[config.mk]
export PLATFORM = sky130hd
export DESIGN_NAME = logits_requant
export DESIGN_NICKNAME = d
export VERILOG_FILES = /design/src/rtl/logits_requant.sv
export SDC_FILE = /design/constraint.sdc
export NUM_CORES = 1
export LEC_CHECK = 0
export CAP_MARGIN = 5
export CORE_MARGIN = 8
export CORE_UTILIZATION = 49
export DETAILED_ROUTE_END_ITERATION = 7
export PLACE_DENSITY_LB_ADDON = 0.15
export REMOVE_ABC_BUFFERS = 1
export SYNTH_ARGS = -nofsm -noshare
export SYNTH_HDL_FRONTEND = slang
export SYNTH_SLANG_ARGS = --single-unit
[constraint.sdc]
create_clock -name clk -period 7 [get_ports clk]
set_input_delay 1.05 -clock clk [delete_from_list [all_inputs] [get_ports clk]]
set_output_delay 1.05 -clock clk [all_outputs]
set_load 0.01 [all_outputs]
[src/rtl/logits_requant.sv]
// Requantises the ten final-layer accumulators into a signed DATA_WIDTH vector and hands it to the classifier.
// Packed buses are [0:9] ordered: element 0 occupies the most significant slice of bias and matrix.
module logits_requant #(
    parameter int DATA_WIDTH  = 8,
    parameter int ACC_WIDTH   = 32,
    parameter int NUM_CLASSES = 10,
    parameter int SHIFT_WIDTH = 5
) (
    input  logic                              clk,
    input  logic                              reset,
    input  logic                              in_valid,
    output logic                              in_ready,
    input  logic [ACC_WIDTH-1:0]              in_data,
    input  logic                              in_last,
    input  logic [NUM_CLASSES*ACC_WIDTH-1:0]  bias,
    input  logic [SHIFT_WIDTH-1:0]            shift,
    output logic [NUM_CLASSES*DATA_WIDTH-1:0] matrix,
    output logic                              start,
    input  logic                              cls_ready,
    output logic                              err,
    output logic                              busy
);

    localparam int IDX_W = $clog2(NUM_CLASSES);
    localparam int SUM_W = ACC_WIDTH + 2;
    localparam int RND_W = SUM_W + 1;
    localparam int MAX_I = 2 ** (DATA_WIDTH - 1) - 1;
    localparam int MIN_I = -(2 ** (DATA_WIDTH - 1));
    localparam logic signed [RND_W-1:0] SAT_MAX  = RND_W'(MAX_I);
    localparam logic signed [RND_W-1:0] SAT_MIN  = RND_W'(MIN_I);
    localparam logic [IDX_W-1:0]        LAST_IDX = IDX_W'(NUM_CLASSES - 1);

    typedef enum logic [1:0] {S_COLLECT, S_DRAIN, S_START, S_WAIT} state_t;

    state_t                  state_q, state_d;
    logic [IDX_W-1:0]        idx_q, idx_d;
    logic                    err_q, err_d;

    logic                    s1_valid_q;
    logic [IDX_W-1:0]        s1_idx_q;
    logic [SHIFT_WIDTH-1:0]  s1_shift_q;
    logic signed [SUM_W-1:0] s1_sum_q;

    logic                    beat_fire;
    logic                    is_last_idx;
    logic                    frame_ok;
    logic                    frame_bad;
    logic [ACC_WIDTH-1:0]    bias_arr [NUM_CLASSES];
    logic [ACC_WIDTH-1:0]    bias_sel;
    logic signed [SUM_W-1:0] sum_d;
    logic signed [RND_W-1:0] half;
    logic signed [RND_W-1:0] rnd_in;
    logic signed [RND_W-1:0] shifted;
    logic [DATA_WIDTH-1:0]   sat;

    assign beat_fire   = in_valid && in_ready;
    assign is_last_idx = (idx_q == LAST_IDX);
    assign frame_ok    = beat_fire && in_last && is_last_idx;
    assign frame_bad   = beat_fire && (in_last != is_last_idx);

    for (genvar gi = 0; gi < NUM_CLASSES; gi++) begin : gen_bias
        assign bias_arr[gi] = bias[(NUM_CLASSES-1-gi)*ACC_WIDTH +: ACC_WIDTH];
    end

    assign bias_sel = bias_arr[idx_q];
    // Two guard bits so accumulator + bias can never wrap before saturation.
    assign sum_d = {{2{in_data[ACC_WIDTH-1]}}, in_data} + {{2{bias_sel[ACC_WIDTH-1]}}, bias_sel};

    always_ff @(posedge clk or posedge reset) begin
        if (reset) begin
            state_q <= S_COLLECT;
            idx_q   <= '0;
            err_q   <= 1'b0;
        end else begin
            state_q <= state_d;
            idx_q   <= idx_d;
            err_q   <= err_d;
        end
    end

    always_comb begin
        state_d = state_q;
        idx_d   = idx_q;
        err_d   = 1'b0;
        case (state_q)
            S_COLLECT: begin
                if (beat_fire) begin
                    if (frame_ok) begin
                        state_d = S_DRAIN;
                        idx_d   = '0;
                    end else if (frame_bad) begin
                        err_d = 1'b1;
                        idx_d = '0;
                    end else begin
                        idx_d = idx_q + 1'b1;
                    end
                end
            end
            S_DRAIN:  if (!s1_valid_q) state_d = S_START;
            S_START:  state_d = S_WAIT;
            S_WAIT:   if (cls_ready) state_d = S_COLLECT;
            default:  state_d = S_COLLECT;
        endcase
    end

    always_comb begin
        in_ready = (state_q == S_COLLECT);
        start    = (state_q == S_START);
        busy     = (state_q != S_COLLECT) || (idx_q != '0) || s1_valid_q;
        err      = err_q;
    end

    always_ff @(posedge clk or posedge reset) begin
        if (reset) begin
            s1_valid_q <= 1'b0;
            s1_idx_q   <= '0;
            s1_shift_q <= '0;
            s1_sum_q   <= '0;
        end else begin
            s1_valid_q <= beat_fire;
            if (beat_fire) begin
                s1_idx_q   <= idx_q;
                s1_shift_q <= shift;
                s1_sum_q   <= sum_d;
            end
        end
    end

    // Round half up: add half an LSB of the output before the arithmetic shift.
    always_comb begin
        half = '0;
        if (s1_shift_q != '0) begin
            half = {{(RND_W-1){1'b0}}, 1'b1} << (s1_shift_q - 1'b1);
        end
        rnd_in  = {s1_sum_q[SUM_W-1], s1_sum_q} + half;
        shifted = rnd_in >>> s1_shift_q;
        if (shifted > SAT_MAX) begin
            sat = SAT_MAX[DATA_WIDTH-1:0];
        end else if (shifted < SAT_MIN) begin
            sat = SAT_MIN[DATA_WIDTH-1:0];
        end else begin
            sat = shifted[DATA_WIDTH-1:0];
        end
    end

    for (genvar gi = 0; gi < NUM_CLASSES; gi++) begin : gen_elem
        logic [DATA_WIDTH-1:0] elem_q;
        always_ff @(posedge clk or posedge reset) begin
            if (reset) begin
                elem_q <= '0;
            end else if (s1_valid_q && (s1_idx_q == IDX_W'(gi))) begin
                elem_q <= sat;
            end
        end
        assign matrix[(NUM_CLASSES-1-gi)*DATA_WIDTH +: DATA_WIDTH] = elem_q;
    end

endmodule

# == After elaboration in Yosys (flattened, before gate mapping) ==
# Cells that the tools add are included.
# word_totals
regBits,131
in_bits,362
# op_classes
addsub,4
n_lt_le_gt_ge,3
eq_ne,18
shifts,2
n_mux,17
n_bitwise,1
n_reduce_logical,23
# op_table
cell,count
32-bit binary-select mux with 4-bit select,1
32-bit 2-to-1 mux,2
35-bit adder,1
35-bit by 8-bit > comparator with 1-bit output (second input constant),1
35-bit by 8-bit less-than comparator with 1-bit output (second input constant),1
35-bit 2-to-1 mux,1
1-bit by 5-bit << shifter with 35-bit output (first input constant),1
35-bit by 5-bit >>> shifter with 35-bit output,1
32-bit by 32-bit adder with 33-bit output,1
4-bit by 3-bit equality test with 1-bit output (second input constant),4
8-bit 2-to-1 mux,2
1-bit logical AND,14
4-bit equality test (second input constant),3
4-bit by 2-bit equality test with 1-bit output (second input constant),2
2-bit 2-to-1 mux,4
4-bit 2-to-1 mux,2
2-bit case mux with 4 select lines,1
5-bit >= comparator (second input constant),1
4-bit inverter with 5-bit output,1
5-bit nonzero test,1
5-bit by 1-bit subtractor with 5-bit output (second input constant),1
4-bit by 1-bit adder with 4-bit output (second input constant),1
2-bit equality test (second input constant),2
4-bit by 1-bit equality test with 1-bit output (second input constant),1
other kinds (12),18

# == Depth between registers and ports, before layout ==
# depth
depth_word,8
ltp_mapped,25
ltp_nobuf,21

# == Least setup slack after synthesis ==
# OpenSTA, ideal clock, no wires.
# synth_path
kind,register -> register
start,reg s1_shift_q[2]
end,reg gen_elem[0].elem_q[1]
setup_ps,141
arrival_time_ps,5991
required_time_ps,6859
setup_slack_ps,868
path_stages_with_launch,24
n_path_buf,6
period_less_slack_ps,6132
cell_sequence,dfrtp_1 > clkbuf_1 > inv_1 > buf_1 > buf_1 > clkbuf_1 > buf_1 > nor3_1 > ha_1 > buf_2 > a21oi_1 > o22ai_1 > nor2_1 > o311ai_2 > or3_1 > a311oi_1 > o21ba_2 > mux2_2 > a21oi_1 > or4b_1 > o311a_1 > a31o_2 > nor3b_2 > o31ai_1
# synth_via
elab_chain_cells,8
# synth_lines
item,line,source
start: declaration,41,logic [SHIFT_WIDTH-1:0] s1_shift_q;
start signal: assignment,123,s1_shift_q <= shift;
5-bit by 1-bit subtractor with 5-bit output,133,"half = {{(RND_W-1){1'b0}}, 1'b1} << (s1_shift_q - 1'b1);"
1-bit by 5-bit << shifter with 35-bit output,133,
35-bit 2-to-1 mux,132,if (s1_shift_q != '0) begin
35-bit adder,135,"rnd_in = {s1_sum_q[SUM_W-1], s1_sum_q} + half;"
35-bit by 5-bit >>> shifter with 35-bit output *,136,shifted = rnd_in >>> s1_shift_q;
35-bit by 8-bit less-than comparator with 1-bit output,139,end else if (shifted < SAT_MIN) begin
8-bit 2-to-1 mux,139,
8-bit 2-to-1 mux *,137,if (shifted > SAT_MAX) begin
end signal: assignment,152,elem_q <= sat;
end: declaration,147,logic [DATA_WIDTH-1:0] elem_q;
# Mark *: on every way between the ends. The rest lies on a longest branch, timed or not.
# A chain may end at the register's enable or synchronous reset.

# == Worst setup path in the final report ==
# layout_path
start,reg s1_shift_q[1]
end,reg gen_elem[8].elem_q[0]
# layout_via
elab_chain_cells,8
# layout_lines
item,line
5-bit by 1-bit subtractor with 5-bit output,133
1-bit by 5-bit << shifter with 35-bit output,133
35-bit 2-to-1 mux,132
35-bit adder,135
35-bit by 5-bit >>> shifter with 35-bit output *,136
35-bit by 8-bit less-than comparator with 1-bit output,139
8-bit 2-to-1 mux,139
8-bit 2-to-1 mux *,137
end signal: assignment,152
end: declaration,147
# Marks and branches as above.

==> run summary <==
first-pass GRT wire length: 97,400 µm
Syn Area/Cell: 8.33 µm²
vias in the first global route: 16.2k
Slew HR: 30.9%
routed via count: 16.6k
CTS clock-pin slew for the worst setup and hold paths: 0.06 ns
cts hold-fix bufs: 0
Worst path slowest cell: nor2_1
# Post-CTS Setup Buffers: 0
nets: 2,623
Final Max Slew Viols: 0
CTS Buf Count: 17
Hold Fails Final Rpt: 0
Gate power share: 75.2%
Iteration-0 DRC Markers: 1,626
Clock power frac: 10.7%
PortBufs: 445
largest net degree at the start of global routing: 81
antenna violations before repair: 13
Final Cycle Share: 91.9%
Post-Syn Instances: 1,735
Setup Viol. Count Final: 0
Synth top area share: 22.5%
die height: 188 µm
first-pass iteration count of the detailed router: 6
initial core utilization: 49.3%
gr ovfl total: 0
sw frac: 49.5%
setup_tns: 0 ns
Setup crit end kind: register
CP Class: reg2reg
ratio of cells with drive above 1 in the final layout: 14.2%
RSZ-0062 raised after global routing: false
vias per inst: 6.38
Reg-to-Reg End: gen_elem[8].elem_q[0]
Leakage: 8.16 nW
sequential-to-total area share from yosys stat: 22.5%
top post-synthesis cells by area: dfrtp_1, mux4_2, ha_1
Async S/R FF share, synth: 100%
Yosys reg bits: 130
Final GP Congestion: 1.01
Clk Latency, worst-skew pair: 0.43 ns
Fin Clk Skew: 0.0177 ns
cell row count: 63
CP max stage delay: 0.60 ns
post-DP HPWL: 52,600 µm
# H-tree levels: 4
Crit path max-delay family: simple AND/OR/NAND/NOR gates
final wirelength: 64,000 µm
WHS Path Cells: 2
Worst Path Buf+Inv: 4
crit path to: gen_elem[8].elem_q[0]
Hold WS: 0.472 ns
pre-CTS setup slack: 0.808 ns
EDFF count, synth: 0
Post-route DRC: 0
VDD IR max: 0.200 mV
P&R area growth vs syn: 42.3%
Placeable Area: 0.0293 mm²
final setup margin: 0.570 ns
worst r2r path cells: 21
Flop pwr share: 14.1%
mapped cell area: 0.0144 mm²
min Tclk post-route: 6.43 ns
Clock Path Buffers: 2
PD cells: 479 mW/mm²
CTS tree: built
Final ANT Viol Nets: 0
outcome: finished, final reports clean
sw power: 4.87 mW
Clock Tree Root: clkbuf_16
CP Data Arrival Time: 6.69 ns
HP Class: reg2reg
Crit path depth: 21
FF-to-FF setup slack: 0.57 ns
drt wl/cell: 24.6 µm
Max Cap Viol: 0
warning count from the yosys run: 0
Achievable Freq: 156 MHz
chip width: 188 µm
Slew @ Worst Pin: 1.03 ns
io pins: 446
global-route usage over all layers: 35.0%
worst reg2reg path startpoint: s1_shift_q[1]
Clock Sink Count: 130
biggest area consumer among synthesized cells: dfrtp_1
Cell Chain, Critical Path: inv_1 > nor2_1 > nand2_1 > inv_1 > ha_1 > a211oi_1 > o21bai_1 > nand3_1 > a311oi_2 > o211a_1 > or4_1 > a31oi_1 > buf_4 > o21ba_2 > mux4_2 > nor4_1 > nand4_1 > a31o_2 > nor2_1 > buf_12 > a31oi_1
Setup crit start kind: register
Worst Setup SP: s1_shift_q[1]
Most used DFF post-synth: dfrtp_1
Distinct cells, synth: 97
internal power: 4.97 mW
Required @ worst endpoint: 7.26 ns
Die ar.: 0.0352 mm²
Max Fanout on Critical Path: 20
PostCTS Resize Cnt: 0
-- cells in the mapped netlist (12+ instances only) --
library cell / count
nand2_1: 210
nor2_1: 189
a21oi_1: 177
dfrtp_1: 130
o21ai_0: 100
mux4_2: 81
clkbuf_1: 76
ha_1: 71
mux2_2: 47
nor3_1: 43
a221oi_1: 37
nand3_1: 36
a31oi_1: 35
o31ai_1: 34
inv_1: 30
a211oi_1: 27
buf_1: 26
xor2_1: 25
a21o_1: 24
xnor2_1: 22
mux2i_1: 21
nand2b_1: 21
and2_1: 12
o211ai_1: 12
o21a_1: 12
-- final cells by class --
cell class                 count  area [µm²]
antenna                       12        30.0
sequential                   130        3260
multi-input combinational   1455       10600
timing repair buffer         554        5390
clock inverter                14         253
tap                          390         488
inverter                      30         115
clock buffer                  18         429
fill                        2367        8770
-- sequential cells by signal, summed over array words and instances, names as in the netlist --
| register | count |
|---|---|
| err | 1 |
| state_q | 2 |
| gen_elem.elem_q | 80 |
| s1_sum_q | 33 |
| s1_valid_q | 1 |
| s1_idx_q | 4 |
| idx_q | 4 |
| s1_shift_q | 5 |
-- power groups by stage --
stage	logic [mW]	clock network, mW	registers (mW)
2_1_floorplan	4.50	0	1.52
3_3_place_gp	7.11	0	1.37
3_5_place_dp	7.22	0	1.38
4_1_cts	7.26	1.06	1.37
5_1_grt	7.98	1.09	1.42
6_report	7.41	1.05	1.38
-- stage by stage --
step	utilization (%)	instance area, µm²	power (mW)	instances
3_5_place_dp	67.7	19800	8.60	2559
2_1_floorplan	-	13900	6.02	1615
4_1_cts	70.0	20500	9.69	2591
6_report	70.1	20600	9.84	2603
3_3_place_gp	67.7	19800	8.49	2559
5_1_grt	70.1	20600	10.5	2603
-- how the worst min path moves through the flow --
stage / to / slack (ns) / from
finish: gen_elem[0].elem_q[1] / 0.47 / gen_elem[0].elem_q[1]
global route: gen_elem[6].elem_q[7] / 0.49 / gen_elem[6].elem_q[7]
CTS: gen_elem[0].elem_q[1] / 0.48 / gen_elem[0].elem_q[1]
detailed placement: gen_elem[0].elem_q[1] / 0.47 / gen_elem[0].elem_q[1]
global placement: gen_elem[4].elem_q[1] / 0.46 / gen_elem[4].elem_q[1]
floorplan: s1_sum_q[23] / 0.45 / s1_sum_q[23]
-- layer usage --
| metal | track usage [%] | wire length, µm |
|---|---|---|
| met2 | 57.9 | 31100 |
| met5 | 0 | 0 |
| met1 | 44.8 | 25200 |
| met4 | 11.4 | 1870 |
| met3 | 7.97 | 5860 |
-- cell families (layout without fill, tap and decap cells) --
family                     after synthesis  after routing  share of synthesized area [%]
and+or+nand+nor                        604            604                           19.2
buffers and inverters                  150            616                           4.23
adders and majority gates               73             73                           6.43
muxes                                  149            149                           17.7
xor gates and xnor gates                47             47                           2.85
other                                    1             13                         0.0260
DFF                                    130            130                           22.5
AOI/OAI and AO/OA                      581            581                           27.0
-- placed cells by master, fill, tap and decap left out, drive strengths merged, types with 9 or more instances in the layout --
| cell | instances |
|---|---|
| clkdlybuf4s50 | 445 |
| nand2 | 210 |
| nor2 | 190 |
| a21oi | 178 |
| dfrtp | 130 |
| buf | 109 |
| o21ai | 105 |
| mux4 | 81 |
| ha | 71 |
| mux2 | 47 |
| nor3 | 46 |
| a221oi | 38 |
| o31ai | 38 |
| nand3 | 36 |
| a31oi | 35 |
| inv | 33 |
| a211oi | 28 |
| xor2 | 25 |
| a21o | 24 |
| xnor2 | 22 |
| nand2b | 21 |
| mux2i | 21 |
| clkbuf | 18 |
| and2 | 13 |
| diode | 12 |
| o21a | 12 |
| o211ai | 12 |
| and3 | 12 |
| or3 | 11 |
| nor4 | 11 |
| o22ai | 10 |
| nand4 | 9 |
| or2 | 9 |
-- worst min-delay path, stage by stage, from the launching register on --
cell     delay [ns]
dfrtp_1        0.34
nand2_1        0.05
o31ai_1        0.05
(Power assumes the default switching activity.)
